$ cat src/rtl/parking_gate_arbiter_if.sv
`default_nettype none
// ============================================================================
// Module      : parking_gate_arbiter_if
// Description : Lane request / passage event / gate command bundle shared by
//               the parking gate arbiter and whatever drives its sensors.
// Revision    : 1.0 - initial release
// ============================================================================
interface parking_gate_arbiter_if;
    logic       tick_ms;
    logic       req_in;
    logic       req_out;
    logic       ev_s;
    logic       ev_r;
    logic       gate_open;
    logic       lane_in;
    logic       lane_out;
    logic [2:0] occupancy;
    logic       full;
    logic       timeout_err;

    // Sensor / timing side: drives requests and passage events
    modport master (
        output tick_ms, req_in, req_out, ev_s, ev_r,
        input  gate_open, lane_in, lane_out, occupancy, full, timeout_err
    );

    // Arbiter side
    modport slave (
        input  tick_ms, req_in, req_out, ev_s, ev_r,
        output gate_open, lane_in, lane_out, occupancy, full, timeout_err
    );
endinterface
`default_nettype wire

$ cat src/rtl/parking_gate_arbiter.sv
`default_nettype none
// ============================================================================
// Module      : parking_gate_arbiter
// Description : Single-barrier parking gate shared by an entry and an exit
//               lane. Grants one lane at a time, tracks car occupancy, closes
//               the window on passage or timeout, then holds a closed guard.
//               Optional macro PARKING_FAIR_RR_EN: round-robin tie breaking
//               (otherwise ties always go to the exit lane).
// Revision    : 1.0 - initial release
// ============================================================================
module parking_gate_arbiter #(
    parameter int CAPACITY = 7,
    parameter int OPEN_MS  = 3000,
    parameter int GUARD_MS = 500
) (
    input  logic                   clk,
    input  logic                   rst_n,
    parking_gate_arbiter_if.slave  bus
);

    typedef enum logic [1:0] {
        IDLE      = 2'd0,
        GRANT_IN  = 2'd1,
        GRANT_OUT = 2'd2,
        GUARD     = 2'd3
    } state_t;

    localparam logic [2:0]  c_capacity   = 3'(CAPACITY);
    localparam logic [11:0] c_open_last  = 12'(OPEN_MS - 1);
    localparam logic [11:0] c_guard_last = 12'(GUARD_MS - 1);

    state_t      r_state;
    state_t      w_next_state;
    logic [11:0] r_timer;
    logic [11:0] w_timer_next;
    logic [2:0]  r_occupancy;
    logic [2:0]  w_occupancy_next;
    logic        r_gate_open;
    logic        r_lane_in;
    logic        r_lane_out;
    logic        r_timeout_err;
    logic        w_timeout_err;
    logic        w_full;
    logic        w_in_elig;
    logic        w_out_elig;
    logic        w_tie_pick_out;
    logic        w_window_end;

    assign w_full       = (r_occupancy == c_capacity);
    assign w_in_elig    = bus.req_in & ~w_full;
    assign w_out_elig   = bus.req_out & (r_occupancy != 3'd0);
    // The tick that would bring the window timer up to OPEN_MS
    assign w_window_end = bus.tick_ms & (r_timer == c_open_last);

`ifdef PARKING_FAIR_RR_EN
    logic r_prefer_out;
    logic w_prefer_out_next;

    // Pointer points at the lane that did not get the most recent grant
    always_comb begin
        w_prefer_out_next = r_prefer_out;
        if (r_state == IDLE && w_next_state == GRANT_IN) begin
            w_prefer_out_next = 1'b1;
        end else if (r_state == IDLE && w_next_state == GRANT_OUT) begin
            w_prefer_out_next = 1'b0;
        end
    end

    // Round-robin pointer register, exit preferred out of reset
    always_ff @(posedge clk or negedge rst_n) begin
        if (!rst_n) begin
            r_prefer_out <= 1'b1;
        end else begin
            r_prefer_out <= w_prefer_out_next;
        end
    end

    assign w_tie_pick_out = r_prefer_out;
`else
    assign w_tie_pick_out = 1'b1;
`endif

    // Next-state, window/guard timer, occupancy and timeout decode
    always_comb begin
        w_next_state     = r_state;
        w_timer_next     = r_timer;
        w_occupancy_next = r_occupancy;
        w_timeout_err    = 1'b0;
        case (r_state)
            IDLE: begin
                w_timer_next = 12'd0;
                if (w_in_elig && w_out_elig) begin
                    w_next_state = w_tie_pick_out ? GRANT_OUT : GRANT_IN;
                end else if (w_in_elig) begin
                    w_next_state = GRANT_IN;
                end else if (w_out_elig) begin
                    w_next_state = GRANT_OUT;
                end
            end
            GRANT_IN: begin
                // A passage on the expiry tick still counts as a passage
                if (bus.ev_s) begin
                    w_occupancy_next = (r_occupancy == c_capacity) ? r_occupancy
                                                                   : r_occupancy + 3'd1;
                    w_next_state     = GUARD;
                    w_timer_next     = 12'd0;
                end else if (w_window_end) begin
                    w_timeout_err = 1'b1;
                    w_next_state  = GUARD;
                    w_timer_next  = 12'd0;
                end else if (bus.tick_ms) begin
                    w_timer_next = r_timer + 12'd1;
                end
            end
            GRANT_OUT: begin
                if (bus.ev_r) begin
                    w_occupancy_next = (r_occupancy == 3'd0) ? r_occupancy
                                                             : r_occupancy - 3'd1;
                    w_next_state     = GUARD;
                    w_timer_next     = 12'd0;
                end else if (w_window_end) begin
                    w_timeout_err = 1'b1;
                    w_next_state  = GUARD;
                    w_timer_next  = 12'd0;
                end else if (bus.tick_ms) begin
                    w_timer_next = r_timer + 12'd1;
                end
            end
            GUARD: begin
                if (bus.tick_ms) begin
                    if (r_timer == c_guard_last) begin
                        w_next_state = IDLE;
                        w_timer_next = 12'd0;
                    end else begin
                        w_timer_next = r_timer + 12'd1;
                    end
                end
            end
            default: begin
                w_next_state = IDLE;
                w_timer_next = 12'd0;
            end
        endcase
    end

    // State, timer and occupancy registers
    always_ff @(posedge clk or negedge rst_n) begin
        if (!rst_n) begin
            r_state     <= IDLE;
            r_timer     <= 12'd0;
            r_occupancy <= 3'd0;
        end else begin
            r_state     <= w_next_state;
            r_timer     <= w_timer_next;
            r_occupancy <= w_occupancy_next;
        end
    end

    // Outputs registered from the next state so they track the state exactly
    always_ff @(posedge clk or negedge rst_n) begin
        if (!rst_n) begin
            r_gate_open   <= 1'b0;
            r_lane_in     <= 1'b0;
            r_lane_out    <= 1'b0;
            r_timeout_err <= 1'b0;
        end else begin
            r_gate_open   <= (w_next_state == GRANT_IN) || (w_next_state == GRANT_OUT);
            r_lane_in     <= (w_next_state == GRANT_IN);
            r_lane_out    <= (w_next_state == GRANT_OUT);
            r_timeout_err <= w_timeout_err;
        end
    end

    assign bus.gate_open   = r_gate_open;
    assign bus.lane_in     = r_lane_in;
    assign bus.lane_out    = r_lane_out;
    assign bus.occupancy   = r_occupancy;
    assign bus.full        = w_full;
    assign bus.timeout_err = r_timeout_err;

endmodule
`default_nettype wire

$ cat src/flat_wrapper.sv
// flat-port wrapper written by rule: the top's interface ports become plain ports
module parking_gate_arbiter_flat 
#(
    parameter int CAPACITY = 7,
    parameter int OPEN_MS  = 3000,
    parameter int GUARD_MS = 500
)
  (clk, rst_n, bus_tick_ms, bus_req_in, bus_req_out, bus_ev_s, bus_ev_r, bus_gate_open, bus_lane_in, bus_lane_out, bus_occupancy, bus_full, bus_timeout_err);
  parking_gate_arbiter_if bus_i ();
  input  logic clk;
  input  logic rst_n;
  input wire logic [$bits(bus_i.tick_ms)-1:0] bus_tick_ms;
  input wire logic [$bits(bus_i.req_in)-1:0] bus_req_in;
  input wire logic [$bits(bus_i.req_out)-1:0] bus_req_out;
  input wire logic [$bits(bus_i.ev_s)-1:0] bus_ev_s;
  input wire logic [$bits(bus_i.ev_r)-1:0] bus_ev_r;
  output wire logic [$bits(bus_i.gate_open)-1:0] bus_gate_open;
  output wire logic [$bits(bus_i.lane_in)-1:0] bus_lane_in;
  output wire logic [$bits(bus_i.lane_out)-1:0] bus_lane_out;
  output wire logic [$bits(bus_i.occupancy)-1:0] bus_occupancy;
  output wire logic [$bits(bus_i.full)-1:0] bus_full;
  output wire logic [$bits(bus_i.timeout_err)-1:0] bus_timeout_err;
  assign bus_i.tick_ms = bus_tick_ms;
  assign bus_i.req_in = bus_req_in;
  assign bus_i.req_out = bus_req_out;
  assign bus_i.ev_s = bus_ev_s;
  assign bus_i.ev_r = bus_ev_r;
  assign bus_gate_open = bus_i.gate_open;
  assign bus_lane_in = bus_i.lane_in;
  assign bus_lane_out = bus_i.lane_out;
  assign bus_occupancy = bus_i.occupancy;
  assign bus_full = bus_i.full;
  assign bus_timeout_err = bus_i.timeout_err;
  parking_gate_arbiter #(.CAPACITY(CAPACITY), .OPEN_MS(OPEN_MS), .GUARD_MS(GUARD_MS)) u_core (.clk(clk), .rst_n(rst_n), .bus(bus_i));
endmodule
$ cat config.mk
export PLATFORM = sky130hd
export DESIGN_NAME = parking_gate_arbiter_flat
export DESIGN_NICKNAME = d
export VERILOG_FILES = /design/src/rtl/parking_gate_arbiter_if.sv /design/src/rtl/parking_gate_arbiter.sv /design/src/flat_wrapper.sv
export SDC_FILE = /design/constraint.sdc
export NUM_CORES = 1
export LEC_CHECK = 0
export ABC_AREA = 0
export BUFFER_PORTS_ARGS = -buffer_cell sky130_fd_sc_hd__buf_2
export CAP_MARGIN = 10
export CORE_MARGIN = 4
export CORE_UTILIZATION = 57
export DETAILED_ROUTE_END_ITERATION = 10
export GPL_ROUTABILITY_DRIVEN = 1
export PLACE_DENSITY = 0.89
export SLEW_MARGIN = 10
export SYNTH_ARGS = -nofsm -noshare
export SYNTH_HDL_FRONTEND = slang
export SYNTH_SLANG_ARGS = --single-unit
$ cat constraint.sdc
create_clock -name clk -period 2.73 [get_ports clk]
set_clock_uncertainty 0.15 [all_clocks]
set_input_delay 0.4095 -clock clk [delete_from_list [all_inputs] [get_ports clk]]
set_output_delay 0.4095 -clock clk [all_outputs]
set_load 0.005 [all_outputs]
==> key figures <==
GRT
  • Antenna violations before repair: 0
  • Pin count of the biggest net entering global routing: 22
  • First-pass GRT wire length: 5.04 mm
  • GRT overflow: 0
  • Vias in the first global route: 1,131
  • Total GRT Usage: 0.199

CTS
  • Worst skew pair latency: 310 ps
  • TritonCTS Buffers: 3
  • Post-CTS setup buffer count: 0
  • Clock Sinks: 21
  • Clock transition at the registers of the reported paths: 120 ps
  • CTS tree: built
  • CTS Buffer Depth: 2
  • Root Driver: clkbuf_4
  • # H-tree levels: 1

Power
  • Net Sw Power: 552 uW
  • Sw Share: 0.431
  • Final Power: 1.28 mW
  • Power density cells: 881 nW/um2
  • Combinational power share: 0.531
  • Clock network power share: 0.118
  • Sequential fraction of design power: 0.351
  • Worst VDD drop: 0.753 mV
  • Internal power: 730 uW
  • Leak: 0.686 nW

STA
  • Crit path time final: 2410 ps
  • Fin. Hold Viols: 0
  • Hold WS: 344 ps
  • Setup TNS: 0 ps
  • Worst slew pin tran: 645 ps
  • Max-slew violations: 0
  • Slew headroom: 0.569
  • Unrepaired setup endpoints after global routing: false
  • Fmax: 0.416 GHz
  • Final Cycle Share: 0.881
  • Final setup vio count: 0
  • Worst Slack Setup Final: 324 ps

Worst setup path
  • Worst setup SP type: register
  • Required time worst endpoint: 2820 ps
  • Arrival @ worst endpoint: 2490 ps
  • Setup crit end kind: register
  • WS Path Type: reg -> reg
  • Max FO, Critical Path: 15

Floorplan
  • Die height: 56.4 um
  • Ports: 15
  • # rows: 17
  • Initial Util: 0.604
  • Die width: 56.4 um
  • Total core area: 2210 um2
  • Die ar.: 3180 um2

Yosys
  • Synthesized area: 1340 um2
  • Synth Area in Adders: 0.0899
  • Simple-gate share of the synthesized area: 0.238
  • Synth top area share: 0.393
  • Area leader, netlist: dfrtp_1
  • Synthesis warning total: 0
  • Synthesized flop and latch total: 21
  • Syn Area/Cell: 9.48 um2
  • Sequential share of the synthesized area: 0.393
  • Yosys cell types: 44
  • Share of synthesized registers carrying an async set or reset: 1.00
  • Syn_nets: 157
  • Multiplexer share of the synthesized area: 0.00749
  • Post-synth EDFFs: 0
  • Top_reg_cell synth: dfrtp_1
  • Cells after Synth: 141
  • Synth area leaders: dfrtp_1, ha_1, and3_1
  • Xor-xnor portion of the synthesized cell area: 0.0197
  • Largest family of logic cells by synthesized area: simple AND/OR/NAND/NOR gates
  • Synth Area in Compound Gates: 0.206

Cells and area
  • P&R area growth vs syn: 8.90%
  • N_diodes: 0
  • Finished Layout Cells: 185
  • Commonest non-fill, non-tap cell in the layout: dfrtp_1
  • Final nets: 174
  • Most frequent cells in the layout: dfrtp_1, buf_2, nand2_1, nand3_1
  • Layout cell share with drive strength beyond 1: 0.146

Routing
  • Routed len/inst: 15.3 um
  • Routed wire length: 2.83 mm
  • Drt pass-1 iters: 4
  • Routed Antenna Nets: 0
  • Total number of vias: 1,145
  • Via/cell ratio: 6.19
  • Detailed Route Iter0 Violations: 50
  • DRC viols: 0

Run
  • Max-cap viol count: 0

Place
  • Final Wtd Congestion: 0.968
  • DP HPWL: 2.19 mm
  • Pre-CTS WS: 352 ps
  • Placed cells: 180
  • IO Port Bufs: 14

Outcome
  • Status: completed

Hold path
  • Worst min-delay path class: in -> reg
==> registers in the layout, summed over array words and instances, names as in the netlist <==
register / count
u_core.r_state: 2
u_core.r_timer: 12
u_core.bus.lane_out: 1
u_core.bus.occupancy: 3
u_core.bus.timeout_err: 1
u_core.bus.gate_open: 1
u_core.bus.lane_in: 1
==> cells by family after synthesis <==
kind of cell,Yosys count
AOI/OAI and AO/OA,40
adders and majority gates,9
muxes,1
xor gates and xnor gates,3
and+or+nand+nor,55
buffers and inverters,12
DFF,21
==> layer usage <==
metal / GRT usage / vias up / wire (um)
met5: 0 / - / 0
met4: 0.0678 / 0 / 43
met3: 0.0322 / 7 / 91
met2: 0.333 / 30 / 1400
met1: 0.258 / 558 / 1300
li1: - / 550 / -
==> worst paths after layout <==
path	from	to	slack (ps)	cells past startpoint
worst max-delay path	u_core.r_state[0]	u_core.r_timer[8]	320	7
worst min-delay path	bus_req_in	u_core.r_state[0]	340	3
worst max register to register	u_core.r_state[0]	u_core.r_timer[8]	320	7
worst min register to register	u_core.bus.occupancy[2]	u_core.bus.occupancy[2]	370	1
max in group asynchronous	rst_n	u_core.r_state[0]	1700	2
min in group asynchronous	rst_n	u_core.r_timer[8]	420	2
==> cell type report <==
type	count	area [um2]
Sequential cell	21	526
Inverter	8	30.0
Timing Repair Buffer	16	87.6
Tap cell	28	35.0
Fill cell	182	757
Clock buffer	3	22.5
Multi-Input combinational cell	108	749
Clock inverter	1	5.00
==> synthesized netlist by cell type, types with 2 or more instances <==
master     n
dfrtp_1   21
nand2_1   12
nand3_1    9
a21oi_1    8
and3_1     8
ha_1       8
inv_1      8
a31oi_1    7
nand2b_1   7
nor2_1     6
o21ai_0    5
a41oi_1    4
a21o_1     2
a22o_1     2
buf_6      2
nor2b_1    2
o31ai_1    2
xor2_1     2
==> power groups by stage <==
stage          logic (mW)  clock network, mW  registers (mW)
2_1_floorplan       0.491                  0           0.448
3_3_place_gp        0.632                  0           0.446
3_5_place_dp        0.677                  0           0.454
4_1_cts             0.686              0.155           0.448
5_1_grt             0.791              0.168           0.458
6_report            0.681              0.152           0.450
==> timing repair <==
action,CTS,global route
endpoints found under the hold margin,21,0
gates resized for setup,0,0
hold buffers,1,0
==> worst max-delay path, cell delays in order, from the launching register on <==
cell	delay, ps
dfrtp_1	440
inv_1	100
ha_1	320
nor2b_1	200
a21bo_2	240
o22ai_2	480
a41oi_1	210
a31oi_1	190
==> per-stage QoR <==
step	area, um2	util
after floorplan	1340	-
after global placement	1420	0.641
after detailed placement	1420	0.641
after CTS	1460	0.658
after global routing	1460	0.658
final	1460	0.658
(Power assumes the default switching activity.)
